$ cat config.mk
export PLATFORM = sky130hd
export DESIGN_NAME = fp_lane_unpacker_flat
export DESIGN_NICKNAME = d
export VERILOG_FILES = /design/src/rtl/fp_lane_unpacker_if.sv /design/src/rtl/fp_lane_unpacker.sv /design/src/flat_wrapper.sv
export SDC_FILE = /design/constraint.sdc
export NUM_CORES = 1
export LEC_CHECK = 0
export CAP_MARGIN = 0
export CELL_PAD_IN_SITES_DETAIL_PLACEMENT = 1
export CELL_PAD_IN_SITES_GLOBAL_PLACEMENT = 2
export CORE_MARGIN = 2
export CORE_UTILIZATION = 26
export DETAILED_ROUTE_END_ITERATION = 16
export GPL_TIMING_DRIVEN = 0
export HOLD_SLACK_MARGIN = 0.05
export MAX_ROUTING_LAYER = met4
export PLACE_DENSITY = 0.89
export SYNTH_ARGS = -nofsm -noshare
export SYNTH_HDL_FRONTEND = slang
export SYNTH_SLANG_ARGS = --single-unit
$ cat constraint.sdc
create_clock -name clk_i -period 3 [get_ports clk_i]
set_input_delay 0.45 -clock clk_i [delete_from_list [all_inputs] [get_ports clk_i]]
set_output_delay 0.45 -clock clk_i [all_outputs]
set_load 0.02 [all_outputs]
$ cat src/rtl/fp_lane_unpacker_if.sv
// rtl/fp_lane_unpacker_if.sv - packed-word input and unpacked-element output handshakes
interface fp_lane_unpacker_if #(
    parameter int unsigned WIDTH  = 32,
    parameter int unsigned EXP_W  = 10,
    parameter int unsigned MAN_W  = 24,
    parameter int unsigned LANE_W = 2
);
    logic              in_valid;
    logic              in_ready;
    logic [WIDTH-1:0]  in_word;
    logic [2:0]        in_fmt;
    logic              out_valid;
    logic              out_ready;
    logic              out_sign;
    logic [EXP_W-1:0]  out_exp;
    logic [MAN_W-1:0]  out_man;
    logic [9:0]        out_class;
    logic [LANE_W-1:0] out_lane;
    logic              out_last;
    logic              fmt_err;

    modport slave (
        input  in_valid, in_word, in_fmt, out_ready,
        output in_ready, out_valid, out_sign, out_exp, out_man, out_class,
               out_lane, out_last, fmt_err
    );

    modport master (
        output in_valid, in_word, in_fmt, out_ready,
        input  in_ready, out_valid, out_sign, out_exp, out_man, out_class,
               out_lane, out_last, fmt_err
    );
endinterface

$ cat src/rtl/fp_lane_unpacker.sv
// rtl/fp_lane_unpacker.sv - serialises packed multi-format FP words into per-lane decoded elements
module fp_lane_unpacker #(
    parameter int unsigned Width     = 32,
    parameter logic [0:4]  FpFmtMask = 5'b10111
) (
    input  logic               clk_i,
    input  logic               rst_i,
    fp_lane_unpacker_if.slave  bus
);
    // Format index order: FP32, FP64, FP16, FP8, FP16ALT
    function automatic int unsigned f_exp_bits(input int unsigned f);
        case (f)
            0: return 8;
            1: return 11;
            2: return 5;
            3: return 5;
            4: return 8;
            default: return 0;
        endcase
    endfunction

    function automatic int unsigned f_man_bits(input int unsigned f);
        case (f)
            0: return 23;
            1: return 52;
            2: return 10;
            3: return 2;
            4: return 7;
            default: return 0;
        endcase
    endfunction

    function automatic int unsigned f_width(input int unsigned f);
        return 1 + f_exp_bits(f) + f_man_bits(f);
    endfunction

    function automatic logic [7:0] f_sup();
        logic [7:0] v = '0;
        for (int unsigned f = 0; f < 5; f++)
            v[f] = FpFmtMask[f] && (f_width(f) <= Width);
        return v;
    endfunction

    localparam logic [7:0] FMT_SUP = f_sup();

    function automatic int unsigned f_super_exp();
        int unsigned m = 1;
        for (int unsigned f = 0; f < 5; f++)
            if (FMT_SUP[f] && f_exp_bits(f) > m) m = f_exp_bits(f);
        return m;
    endfunction

    function automatic int unsigned f_super_man();
        int unsigned m = 1;
        for (int unsigned f = 0; f < 5; f++)
            if (FMT_SUP[f] && f_man_bits(f) > m) m = f_man_bits(f);
        return m;
    endfunction

    function automatic int unsigned f_max_lanes();
        int unsigned m = 1;
        for (int unsigned f = 0; f < 5; f++)
            if (FMT_SUP[f] && Width / f_width(f) > m) m = Width / f_width(f);
        return m;
    endfunction

    localparam int unsigned EXP_W  = f_super_exp() + 2;
    localparam int unsigned MAN_W  = f_super_man() + 1;
    localparam int unsigned NL_MAX = f_max_lanes();
    localparam int unsigned LANE_W = (NL_MAX > 1) ? $clog2(NL_MAX) : 1;

    function automatic logic [8*LANE_W-1:0] f_last_lanes();
        logic [8*LANE_W-1:0] v = '0;
        for (int unsigned f = 0; f < 8; f++)
            if (FMT_SUP[f]) v[f*LANE_W +: LANE_W] = LANE_W'(Width / f_width(f) - 1);
        return v;
    endfunction

    localparam logic [8*LANE_W-1:0] LAST_LANES = f_last_lanes();

    localparam logic [9:0] C_NEGINF  = 10'h001, C_NEGNORM  = 10'h002, C_NEGSUB = 10'h004,
                           C_NEGZERO = 10'h008, C_POSZERO  = 10'h010, C_POSSUB = 10'h020,
                           C_POSNORM = 10'h040, C_POSINF   = 10'h080, C_SNAN   = 10'h100,
                           C_QNAN    = 10'h200;

    typedef struct packed {
        logic             sign;
        logic [EXP_W-1:0] exp;
        logic [MAN_W-1:0] man;
        logic [9:0]       cls;
    } dec_t;

    typedef enum logic {IDLE, EMIT} state_t;

    state_t            state_q, state_d;
    logic [Width-1:0]  word_q;
    logic [2:0]        fmt_q;
    logic [LANE_W-1:0] lane_q, last_lane_q;
    logic              fmt_err_q;
    logic              last, in_ready, accept, load;
    dec_t              dec [8];

    assign last   = (lane_q == last_lane_q);
    assign accept = bus.in_valid & in_ready;
    assign load   = accept & FMT_SUP[bus.in_fmt];

    // One decoder per enabled format, all looking at the current lane of the held word
    for (genvar f = 0; f < 8; f++) begin : g_fmt
        if (FMT_SUP[f]) begin : g_dec
            localparam int unsigned EB   = f_exp_bits(f);
            localparam int unsigned MB   = f_man_bits(f);
            localparam int unsigned FW   = 1 + EB + MB;
            localparam int unsigned BIAS = (1 << (EB - 1)) - 1;

            logic [FW-1:0] lb;
            logic [EB-1:0] e;
            logic [MB-1:0] fr;
            logic [MB:0]   man_raw;
            dec_t          d;

            assign lb = FW'(word_q >> (lane_q * FW));
            assign e  = lb[FW-2 -: EB];
            assign fr = lb[MB-1:0];

            always_comb begin
                d       = '0;
                man_raw = '0;
                d.sign  = lb[FW-1];
                if (&e) begin
                    man_raw = {1'b1, fr};
                    if (fr == '0) d.cls = d.sign ? C_NEGINF : C_POSINF;
                    else          d.cls = fr[MB-1] ? C_QNAN : C_SNAN;
                end else if (e == '0) begin
                    if (fr == '0) begin
                        d.cls = d.sign ? C_NEGZERO : C_POSZERO;
                    end else begin
                        man_raw = {1'b0, fr};
                        d.exp   = EXP_W'(1) - EXP_W'(BIAS);
                        d.cls   = d.sign ? C_NEGSUB : C_POSSUB;
                    end
                end else begin
                    man_raw = {1'b1, fr};
                    d.exp   = EXP_W'(e) - EXP_W'(BIAS);
                    d.cls   = d.sign ? C_NEGNORM : C_POSNORM;
                end
                d.man[MAN_W-1 -: MB+1] = man_raw;
            end

            assign dec[f] = d;
        end else begin : g_none
            assign dec[f] = '0;
        end
    end

    always_ff @(posedge clk_i) begin
        if (rst_i) state_q <= IDLE;
        else       state_q <= state_d;
    end

    always_comb begin
        state_d = state_q;
        case (state_q)
            IDLE: if (load) state_d = EMIT;
            EMIT: if (bus.out_ready && last) state_d = load ? EMIT : IDLE;
            default: state_d = IDLE;
        endcase
    end

    always_comb begin
        in_ready      = (state_q == IDLE) || (last && bus.out_ready);
        bus.in_ready  = in_ready;
        bus.out_valid = 1'b0;
        bus.out_sign  = 1'b0;
        bus.out_exp   = '0;
        bus.out_man   = '0;
        bus.out_class = '0;
        bus.out_lane  = '0;
        bus.out_last  = 1'b0;
        bus.fmt_err   = fmt_err_q;
        if (state_q == EMIT) begin
            bus.out_valid = 1'b1;
            bus.out_sign  = dec[fmt_q].sign;
            bus.out_exp   = dec[fmt_q].exp;
            bus.out_man   = dec[fmt_q].man;
            bus.out_class = dec[fmt_q].cls;
            bus.out_lane  = lane_q;
            bus.out_last  = last;
        end
    end

    always_ff @(posedge clk_i) begin
        if (rst_i) begin
            word_q      <= '0;
            fmt_q       <= '0;
            lane_q      <= '0;
            last_lane_q <= '0;
            fmt_err_q   <= 1'b0;
        end else begin
            fmt_err_q <= accept & ~FMT_SUP[bus.in_fmt];
            if (load) begin
                word_q      <= bus.in_word;
                fmt_q       <= bus.in_fmt;
                lane_q      <= '0;
                last_lane_q <= LAST_LANES[bus.in_fmt*LANE_W +: LANE_W];
            end else if (state_q == EMIT && bus.out_ready && !last) begin
                lane_q <= lane_q + 1'b1;
            end
        end
    end
endmodule
$ cat src/flat_wrapper.sv
// flat-port wrapper written by rule: the top's interface ports become plain ports
module fp_lane_unpacker_flat 
#(
    parameter int unsigned Width     = 32,
    parameter logic [0:4]  FpFmtMask = 5'b10111
)
  (clk_i, rst_i, bus_in_valid, bus_in_word, bus_in_fmt, bus_out_ready, bus_in_ready, bus_out_valid, bus_out_sign, bus_out_exp, bus_out_man, bus_out_class, bus_out_lane, bus_out_last, bus_fmt_err);
  fp_lane_unpacker_if bus_i ();
  input  logic clk_i;
  input  logic rst_i;
  input wire logic [$bits(bus_i.in_valid)-1:0] bus_in_valid;
  input wire logic [$bits(bus_i.in_word)-1:0] bus_in_word;
  input wire logic [$bits(bus_i.in_fmt)-1:0] bus_in_fmt;
  input wire logic [$bits(bus_i.out_ready)-1:0] bus_out_ready;
  output wire logic [$bits(bus_i.in_ready)-1:0] bus_in_ready;
  output wire logic [$bits(bus_i.out_valid)-1:0] bus_out_valid;
  output wire logic [$bits(bus_i.out_sign)-1:0] bus_out_sign;
  output wire logic [$bits(bus_i.out_exp)-1:0] bus_out_exp;
  output wire logic [$bits(bus_i.out_man)-1:0] bus_out_man;
  output wire logic [$bits(bus_i.out_class)-1:0] bus_out_class;
  output wire logic [$bits(bus_i.out_lane)-1:0] bus_out_lane;
  output wire logic [$bits(bus_i.out_last)-1:0] bus_out_last;
  output wire logic [$bits(bus_i.fmt_err)-1:0] bus_fmt_err;
  assign bus_i.in_valid = bus_in_valid;
  assign bus_i.in_word = bus_in_word;
  assign bus_i.in_fmt = bus_in_fmt;
  assign bus_i.out_ready = bus_out_ready;
  assign bus_in_ready = bus_i.in_ready;
  assign bus_out_valid = bus_i.out_valid;
  assign bus_out_sign = bus_i.out_sign;
  assign bus_out_exp = bus_i.out_exp;
  assign bus_out_man = bus_i.out_man;
  assign bus_out_class = bus_i.out_class;
  assign bus_out_lane = bus_i.out_lane;
  assign bus_out_last = bus_i.out_last;
  assign bus_fmt_err = bus_i.fmt_err;
  fp_lane_unpacker #(.Width(Width), .FpFmtMask(FpFmtMask)) u_core (.clk_i(clk_i), .rst_i(rst_i), .bus(bus_i));
endmodule
==> run metrics, run 1 <==
Comb power frac 45.4%; Post-Syn Area 4150 µm²; HP Class input pin to register; post-route ant nets 0; unrepaired setup endpoints after global routing true; FF-to-FF path depth 10; DRT iter0 DRCs 467; DP HPWL 16700 µm; synthesized net count 651; CP arrival 3.28 ns; CTS tree built; synth unique cells 66; slowest CP cell mux4_2; min cycle time layout 3.73 ns; crit-path max FO 6; Tot GR Track Use 28.0%; sequential share of the synthesized area 19.8%; worst-margin pin slew 1.01 ns; CP top delay family simple AND/OR/NAND/NOR gates; chip height 130 µm; Worst Setup Path Type register to output port; R2R Path End u_core.word_q[3]; Cells on Worst Hold Path 2; Hold Crit Start rst_i; Worst IR Drop VDD 0.000245 V; Net Sw Power 0.903 mW; die width 130 µm; Core ar. 15800 µm²; synthesized flop and latch total 41; DR vias 5708; largest net degree at the start of global routing 14; Pleak 2.65 nW; sequential share of power 28.0%; Placement Setup Slack -1.49 ns; Initial Util 26.3%; Hold EP u_core.lane_q[1]; area grow syn2layout 70.9%; routed wire length per instance 24.1 µm; CTS Buf Count 5; Worst Setup End Kind output port; full die area 17000 µm²; Top Ports 90; clk sinks 41; Final setup viols 27; first-pass GRT wire length 35200 µm; power per cell area 324 nW/µm²; first drt pass iteration count 5; antenna diode count 0; startpoint types register; CP Buf/Inv Count 3; Max Clk Rate 268 MHz; period utilisation layout 124%; status finished with violations; syn_area_per_cell 6.89 µm²; vias per std cell 5.73; final setup margin -0.734 ns; clk root buf clkbuf_16; final wirelength 24000 µm; initial antenna violation count 0; Min Hold Slack 0.471 ns; CTS Buffer Depth 2; Post-synth top flop dfxtp_1; Slew Viols, Final 0; Synthesis Warnings 0; R2R Setup Slk 0.44 ns; CTS Hold Bufs 0; Reg clk slew, reported paths 0.06 ns; number of synthesized flops with an enable pin 0; async set-reset flop share out of synthesis 0%; most frequent CP cell ha_4; grt total ovfl 0; Final Net Count 829; Overall Power 2.30 mW; switch share 39.3%; IO Port Bufs 88; clock skew 0.00634 ns; power share of the clock group 26.7%; vias in the first global route 5864; Layout fillers 1919; DR DRC count 0; crit path cell chain buf_12, mux4_2, ha_4, and3_4, ha_4, nand2b_4, or4_4, buf_6, o31ai_4, nor2_2, nor3_2, buf_4; Fin. Hold Viols 0; slew margin rel. 32.7%; max_cap viols 0; failing checks negative setup slack; DP Cell Count 906; clk_lat worst skew 0.29 ns; max incr delay on CP 0.59 ns; CTS H-tree lvls 2; Internal 1.40 mW; Final Non-Filler Cells 997; Mapped Cells 602; Crit path required time 2.55 ns; row cnt 46; GPL Wtd Cong 0.941; layout cells sized above 1 38.7%; Reg2Reg Launch Point u_core.lane_q[0]
worst reg2reg max path: stages, from the launching register on:
cell and delay (ns):
dfxtp_2 0.33, buf_6 0.14, buf_12 0.13, buf_8 0.13, buf_4 0.14, xor2_1 0.17, o31ai_2 0.43, nand3_1 0.39
clkbuf_1 0.35, nand2_1 0.14, a21oi_1 0.07
cell usage after synthesis, drive strengths merged, types with 3 or more instances:
cell type / n / area (µm²)
nor3: 29 / 145
clkbuf: 27 / 101
and2: 6 / 37.5
xor2: 8 / 70.1
nand4: 8 / 50.1
a221oi: 3 / 26.3
inv: 18 / 67.6
o22ai: 4 / 25.0
a31oi: 8 / 50.1
nor2: 35 / 131
or3: 3 / 18.8
a211oi: 5 / 42.5
nor3b: 9 / 72.6
nor4: 14 / 106
buf: 22 / 119
nand3b: 5 / 37.5
nand3: 24 / 120
nor2b: 3 / 18.8
and3: 20 / 125
a2111oi: 3 / 32.5
mux2i: 21 / 210
o31ai: 10 / 75.1
ha: 10 / 125
a21oi: 69 / 345
or2: 4 / 25.0
nand2: 104 / 390
a41oi: 3 / 26.3
dfxtp: 41 / 821
o21ai: 31 / 155
mux4: 8 / 180
or4: 3 / 26.3
a22oi: 4 / 30.0
xnor2: 9 / 78.8
cell usage in the layout, fill, tap and decap left out, types with 7 or more instances in the layout:
cell type	count
a21oi_1	54
a21oi_2	13
and3_1	17
buf_2	8
buf_4	83
buf_6	30
clkbuf_1	18
clkbuf_2	19
clkdlybuf4s50_1	43
dfxtp_1	34
inv_1	11
mux2i_1	16
mux4_2	8
nand2_1	96
nand2_2	7
nand3_1	20
nand4_1	8
nor2_1	19
nor2_4	10
nor3_1	17
nor4_1	9
o21ai_0	21
xnor2_1	9
xor2_1	8
state kept, by name (all words and copies together) (netlist names):
name / flops
u_core.fmt_q: 3
u_core.word_q: 32
u_core.lane_q: 2
u_core.bus.fmt_err: 1
u_core.last_lane_q: 2
u_core.state_q: 1
worst max-delay path by stage:
stage                           from               end  cells after the start
global route        u_core.lane_q[1]  bus_out_class[5]                     12
detailed placement  u_core.lane_q[1]  bus_out_class[8]                     13
floorplan           u_core.lane_q[1]  bus_out_class[8]                     12
CTS                 u_core.lane_q[1]  bus_out_class[5]                     12
finish              u_core.lane_q[1]  bus_out_class[5]                     12
global placement    u_core.lane_q[1]  bus_out_class[8]                     13
power groups by stage:
| stage | clock network (mW) | registers, mW | logic (mW) |
|---|---|---|---|
| 6_report | 0.613 | 0.643 | 1.04 |
| 2_1_floorplan | 0 | 0.612 | 0.457 |
| 3_5_place_dp | 0 | 0.638 | 0.748 |
| 4_1_cts | 0.622 | 0.636 | 0.889 |
| 3_3_place_gp | 0 | 0.637 | 0.736 |
| 5_1_grt | 0.649 | 0.645 | 1.10 |
kinds of logic (layout without fill, tap and decap cells):
family          count (synthesis)  after routing  synth area share [%]
simple gates                  272            272                  32.4
compound gates                164            164                  24.5
buf+inv                        68            247                  7.02
flops                          41             41                  19.8
mux                            30             30                  9.68
xor+xnor                       17             17                  3.59
fa+ha+maj                      10             10                  3.01
what timing repair did:
action	4_1_cts	5_1_grt
pin swaps	35	44
cloned	1	1
endpoints found under the setup margin	47	43
gates resized for setup	291	126
setup buffers	51	34
final cells by class:
| class | count | area, µm² | share of cell area [%] |
|---|---|---|---|
| repair buffers | 173 | 1530 | 21.6 |
| multi-input cells | 493 | 3890 | 54.8 |
| inverters | 19 | 73.8 | 1.04 |
| clock buffers | 6 | 129 | 1.82 |
| well taps | 216 | 270 | 3.81 |
| clock inverters | 2 | 38.8 | 0.547 |
| plain buffers | 47 | 327 | 4.60 |
| flip-flops and latches | 41 | 832 | 11.7 |
metrics by stage:
stage	setup TNS, ns	utilization [%]	area (µm²)
4_1_cts	-10.08	41.1	6480
6_report	-13.59	45.0	7090
2_1_floorplan	-1.17	-	4310
3_5_place_dp	-34.95	34.6	5460
5_1_grt	-15.55	45.0	7090
3_3_place_gp	-34.95	34.6	5460
metal layers:
metal  up-vias  GRT usage [%]  routed length (µm)
li1       2570              -                   -
met4         0           9.01                 850
met3        68           2.21                1330
met5         -              -                   0
met1      2812           35.7               10000
met2       258           47.3               11800
Power figures use the tool's default switching activity.
==> inputs of run 2 (changes only) <==
--- a/config.mk
+++ b/config.mk
@@ -5,7 +5,6 @@
 export SDC_FILE = /design/constraint.sdc
 export NUM_CORES = 1
 export LEC_CHECK = 0
-export CAP_MARGIN = 0
 export CELL_PAD_IN_SITES_DETAIL_PLACEMENT = 1
 export CELL_PAD_IN_SITES_GLOBAL_PLACEMENT = 2
 export CORE_MARGIN = 2
==> constraint.sdc (replaced) <==
create_clock -name clk_i -period 3.13 [get_ports clk_i]
set_input_delay 0.4695 -clock clk_i [delete_from_list [all_inputs] [get_ports clk_i]]
set_output_delay 0.4695 -clock clk_i [all_outputs]
set_load 0.02 [all_outputs]
==> run 2 against run 1 <==
Against the previous run:
- the flow still finishes with violations (negative setup slack)
- clock power fell by 8.8%
- sequential share of layout area rose by 0.21 points
- largest power group unchanged
- core utilization fell by 0.79 points
- worst hold slack got worse by 0.021 ns
- power fell by 5.8%
- cell count fell by 1.0%
- critical path type unchanged
- count of clock-buffer cells in the layout fell by 1
- global-route usage fell by 0.58 points
- critical endpoint is now bus_out_class[4]
- setup slack improved by 0.11 ns
==> run metrics, run 2 (synthesis gave the netlist of run 1 again) <==
Worst IR Drop VDD 0.000280 V; layout cells sized above 1 34.2%; GPL Wtd Cong 0.964; CTS Hold Bufs 0; grt total ovfl 0; full die area 17000 µm²; power per cell area 311 nW/µm²; Overall Power 2.17 mW; Slew Viols, Final 0; period utilisation layout 120%; post-route ant nets 0; vias in the first global route 5803; Finished Cell Area 6970 µm²; Pleak 2.55 nW; clk_lat worst skew 0.30 ns; first drt pass iteration count 5; CTS tree built; commonest non-fill, non-tap cell in the layout nand2_1; row cnt 46; area grow syn2layout 67.9%; chip height 130 µm; Largest register FFs 32; DP Area 5440 µm²; Tot GR Track Use 27.5%; DR vias 5776; Net Sw Power 0.902 mW; Crit path required time 2.66 ns; routed wire length per instance 24.6 µm; initial antenna violation count 1; final wirelength 24300 µm; largest registers u_core.word_q x32, u_core.fmt_q x3; setup_tns -12.39 ns; clk sinks 41; Worst Setup End Kind output port; max_cap viols 0; clock skew 0.00854 ns; switch share 41.7%; failing checks negative setup slack; Final Net Count 818; startpoint types register; CP arrival 3.28 ns; CTS Buffer Depth 2; clk root buf clkbuf_16; CTS H-tree lvls 2; die width 130 µm; unrepaired setup endpoints after global routing true; Most flops, register u_core.word_q; vias per std cell 5.85; Placement Setup Slack -1.19 ns; Max Clk Rate 267 MHz; sequential share of power 28.4%; Fin. Hold Viols 0; largest net degree at the start of global routing 17; commonest cells after routing, fill and taps aside nand2_1 (97), buf_4 (75), a21oi_1 (61), clkdlybuf4s50_1 (57), dfxtp_1 (34); DRT iter0 DRCs 440; Min Hold Slack 0.450 ns; worst-margin pin slew 1.20 ns; slew margin rel. 19.3%; Final Non-Filler Cells 987; HP Class input pin to register; CTS Buf Count 5; status finished with violations; Core ar. 15800 µm²; DR DRC count 0; Initial Util 26.3%; Final setup viols 38; final setup margin -0.620 ns; Comb power frac 45.8%; min cycle time layout 3.75 ns; crit-path max FO 5; DP HPWL 16400 µm; first-pass GRT wire length 34200 µm; IO Port Bufs 88; Top Ports 90; Worst Setup Path Type register to output port; DP Cell Count 906; Final Core Density 44.2%; Internal 1.26 mW; Reg clk slew, reported paths 0.07 ns; power share of the clock group 25.8%
## run 2: worst max-delay path: stages (launching register included)
cell	delay (ns)
dfxtp_4	0.37
buf_12	0.12
mux4_2	0.59
ha_4	0.20
and3_4	0.15
ha_4	0.15
nand2b_4	0.14
or4_4	0.58
nor3_4	0.16
nor3_2	0.07
a2111oi_4	0.24
buf_4	0.20
## run 2: layer usage
layer / part of all wire [%] / wire [µm] / vias to the layer above / global-route usage [%]
met2: 47 / 11500 / 325 / 44.6
met1: 41 / 9960 / 2810 / 33.4
met3: 6.4 / 1560 / 98 / 4.47
met5: 0 / 0 / - / -
li1: - / - / 2543 / -
met4: 5.1 / 1250 / 0 / 12.8
## run 2: cell type report
cell class | count | area (µm²)
Tap cell | 216 | 270
Timing Repair Buffer | 163 | 1490
Clock buffer | 5 | 125
Buffer | 46 | 313
Antenna cell | 1 | 2.50
Clock inverter | 3 | 28.8
Fill cell | 1920 | 8800
Sequential cell | 41 | 832
Inverter | 19 | 77.6
Multi-Input combinational cell | 493 | 3830
## run 2: path summary, 6_finish.rpt
path	slack (ns)	from	cells past startpoint	to
setup reg to reg	0.19	u_core.lane_q[1]	11	u_core.word_q[6]
hold / removal	0.45	rst_i	2	u_core.lane_q[1]
hold reg to reg	0.55	u_core.word_q[12]	2	u_core.word_q[12]
setup / recovery	-0.62	u_core.lane_q[1]	11	bus_out_class[4]
## run 2: timing repair
item	CTS	global route
gates resized for setup	259	97
pin swaps	20	48
setup buffers	44	30
hold endpoints to repair	0	0
endpoints found under the setup margin	47	45
gates cloned	2	0
## run 2: power by group through the flow
| stage | logic (mW) | clock network, mW | registers [mW] |
|---|---|---|---|
| 2_1_floorplan | 0.431 | 0 | 0.587 |
| 3_3_place_gp | 0.698 | 0 | 0.608 |
| 3_5_place_dp | 0.707 | 0 | 0.610 |
| 4_1_cts | 0.834 | 0.564 | 0.603 |
| 5_1_grt | 1.04 | 0.589 | 0.616 |
| 6_report | 0.992 | 0.559 | 0.615 |
==> inputs of run 3 (changes only) <==
--- a/config.mk
+++ b/config.mk
@@ -14,6 +14,8 @@
 export HOLD_SLACK_MARGIN = 0.05
 export MAX_ROUTING_LAYER = met4
 export PLACE_DENSITY = 0.89
+export REMOVE_ABC_BUFFERS = 1
+export SKIP_LAST_GASP = 1
 export SYNTH_ARGS = -nofsm -noshare
 export SYNTH_HDL_FRONTEND = slang
 export SYNTH_SLANG_ARGS = --single-unit
==> run 3 against run 2 <==
Against the previous run:
- power shrank 11%
- combinational power down 20%
- largest power group unchanged
- largest cell class unchanged
- design area down 9.4%
- first-iteration DRC count is 39% higher
- clock skew down 0.0015 ns
- the run still ends with negative setup slack left
- die area is the same
- worst hold slack improved by 0.063 ns
- sequential cell count stayed put
==> run metrics, run 3 (synthesis gave the netlist of run 1 again) <==
first drt pass iteration count 5; CTS tree built; CTS Hold Bufs 0; worst-margin pin slew 1.03 ns; Pleak 2.50 nW; DR vias 5449; initial antenna violation count 0; Worst Setup Path Type register to output port; Initial Util 26.3%; Layout fillers 1912; clk root buf clkbuf_16; status finished with violations; clk_lat worst skew 0.29 ns; DR DRC count 0; Slew Viols, Final 0; period utilisation layout 120%; GPL Wtd Cong 0.944; max incr delay on CP 0.60 ns; power per cell area 306 nW/µm²; antenna diode count 0; final setup margin -0.638 ns; Worst IR Drop VDD 0.000192 V; CTS H-tree lvls 2; failing checks negative setup slack; Crit path required time 2.66 ns; grt total ovfl 0; HP Class register to register; CP arrival 3.30 ns; largest registers u_core.word_q x32, u_core.fmt_q x3; vias per std cell 5.90; Worst Setup End Kind output port; Final Non-Filler Cells 923; Top Ports 90; Tot GR Track Use 23.8%; max_cap viols 0; commonest non-fill, non-tap cell in the layout nand2_1; Fin. Hold Viols 0; CTS Buf Count 5; final wirelength 21100 µm; CTS Buffer Depth 2; area grow syn2layout 52.2%; full die area 17000 µm²; most frequent CP cell buf_6; Final setup viols 26; largest net degree at the start of global routing 42; Reg clk slew, reported paths 0.06 ns; vias in the first global route 5436; startpoint types register; slew margin rel. 31.1%; DP HPWL 13100 µm; chip height 130 µm; first-pass GRT wire length 30500 µm; clk sinks 41; crit-path max FO 7; crit path cell chain buf_12, mux4_2, buf_6, inv_4, ha_4, nor2b_4, a2bb2oi_4, or4_4, buf_6, o31ai_4, nor2_2, nor3_2, buf_4; die width 130 µm; Core ar. 15800 µm²; IO Port Bufs 89; DP Cell Count 861; post-route ant nets 0; Max Clk Rate 265 MHz; layout cells sized above 1 28.4%; Placement Setup Slack -1.39 ns; routed wire length per instance 22.9 µm; row cnt 46; Min Hold Slack 0.513 ns; Most flops, register u_core.word_q; commonest cells after routing, fill and taps aside nand2_1 (98), a21oi_1 (67), buf_4 (56), clkdlybuf4s50_1 (43), dfxtp_1 (32); Largest register FFs 32; slowest CP cell or4_4; clock skew 0.00706 ns; Final Net Count 755; min cycle time layout 3.77 ns; DRT iter0 DRCs 611; unrepaired setup endpoints after global routing true
## run 3: cell count changes in the layout (fill, tap and decap cells not counted), moves of 6 or more
| cell | before | now |
|---|---|---|
| buf_6 | 26 | 10 |
| clkbuf_1 | 20 | 3 |
| dlymetal6s2s_1 | 1 | 13 |
| clkdlybuf4s50_1 | 57 | 43 |
| a21oi_2 | 7 | 1 |
| a21oi_1 | 61 | 67 |
| buf_4 | 75 | 56 |
## run 3: layout make-up
class,count,area (µm²),share of cell area [%]
clock buffers,8,136,2.16
inverters,19,83.8,1.33
multi-input cells,493,3580,56.7
flip-flops and latches,41,842,13.3
well taps,216,270,4.28
repair buffers,146,1400,22.2
## run 3: what timing repair did
| item | 4_1_cts | 5_1_grt |
|---|---|---|
| gates cloned | 4 | 0 |
| pin swaps | 19 | 20 |
| resized for setup | 187 | 111 |
| endpoints found under the setup margin | 48 | 76 |
| setup buffers | 34 | 17 |
## run 3: critical path: cells and delay by family (launching register included)
kind	cells	cell delay, ns
simple gates	4	1.02
fa+ha+maj	1	0.13
mux	1	0.56
buf+inv	5	0.65
compound gates	2	0.27
flops	1	0.36
## run 3: final timing paths
check	startpoint	endpoint	slack, ns	cells after the start
worst min register to register	u_core.last_lane_q[1]	u_core.last_lane_q[1]	0.51	2
worst min-delay path	u_core.last_lane_q[1]	u_core.last_lane_q[1]	0.51	2
worst max-delay path	u_core.lane_q[1]	bus_out_class[5]	-0.64	13
worst max register to register	u_core.lane_q[1]	u_core.fmt_q[2]	0.37	6
## run 3: through the flow
step | TNS (ns) | total power [mW] | cell area, µm² | utilization [%]
detailed placement | -42.46 | 1.25 | 5140 | 32.6
floorplan | -39.31 | 0.966 | 3930 | -
global placement | -119.52 | 1.23 | 5090 | 32.3
CTS | -9.82 | 1.82 | 5970 | 37.9
finish | -8.50 | 1.93 | 6320 | 40.1
global route | -10.69 | 2.01 | 6320 | 40.1
## run 3: routing by layer
| metal | GRT usage [%] | vias up | share of wire [%] |
|---|---|---|---|
| met1 | 30.6 | 2636 | 40 |
| met2 | 37.8 | 336 | 48 |
| met5 | - | - | 0 |
| met4 | 9.26 | 0 | 3.3 |
| li1 | - | 2412 | - |
| met3 | 3.32 | 65 | 8.0 |
## run 3: report_power, final
| part | internal (mW) | switching, mW | leakage, nW |
|---|---|---|---|
| clock | 0.297 | 0.201 | 0.0652 |
| combinational | 0.319 | 0.477 | 2.09 |
| sequential | 0.549 | 0.0878 | 0.340 |
| total | 1.16 | 0.766 | 2.50 |
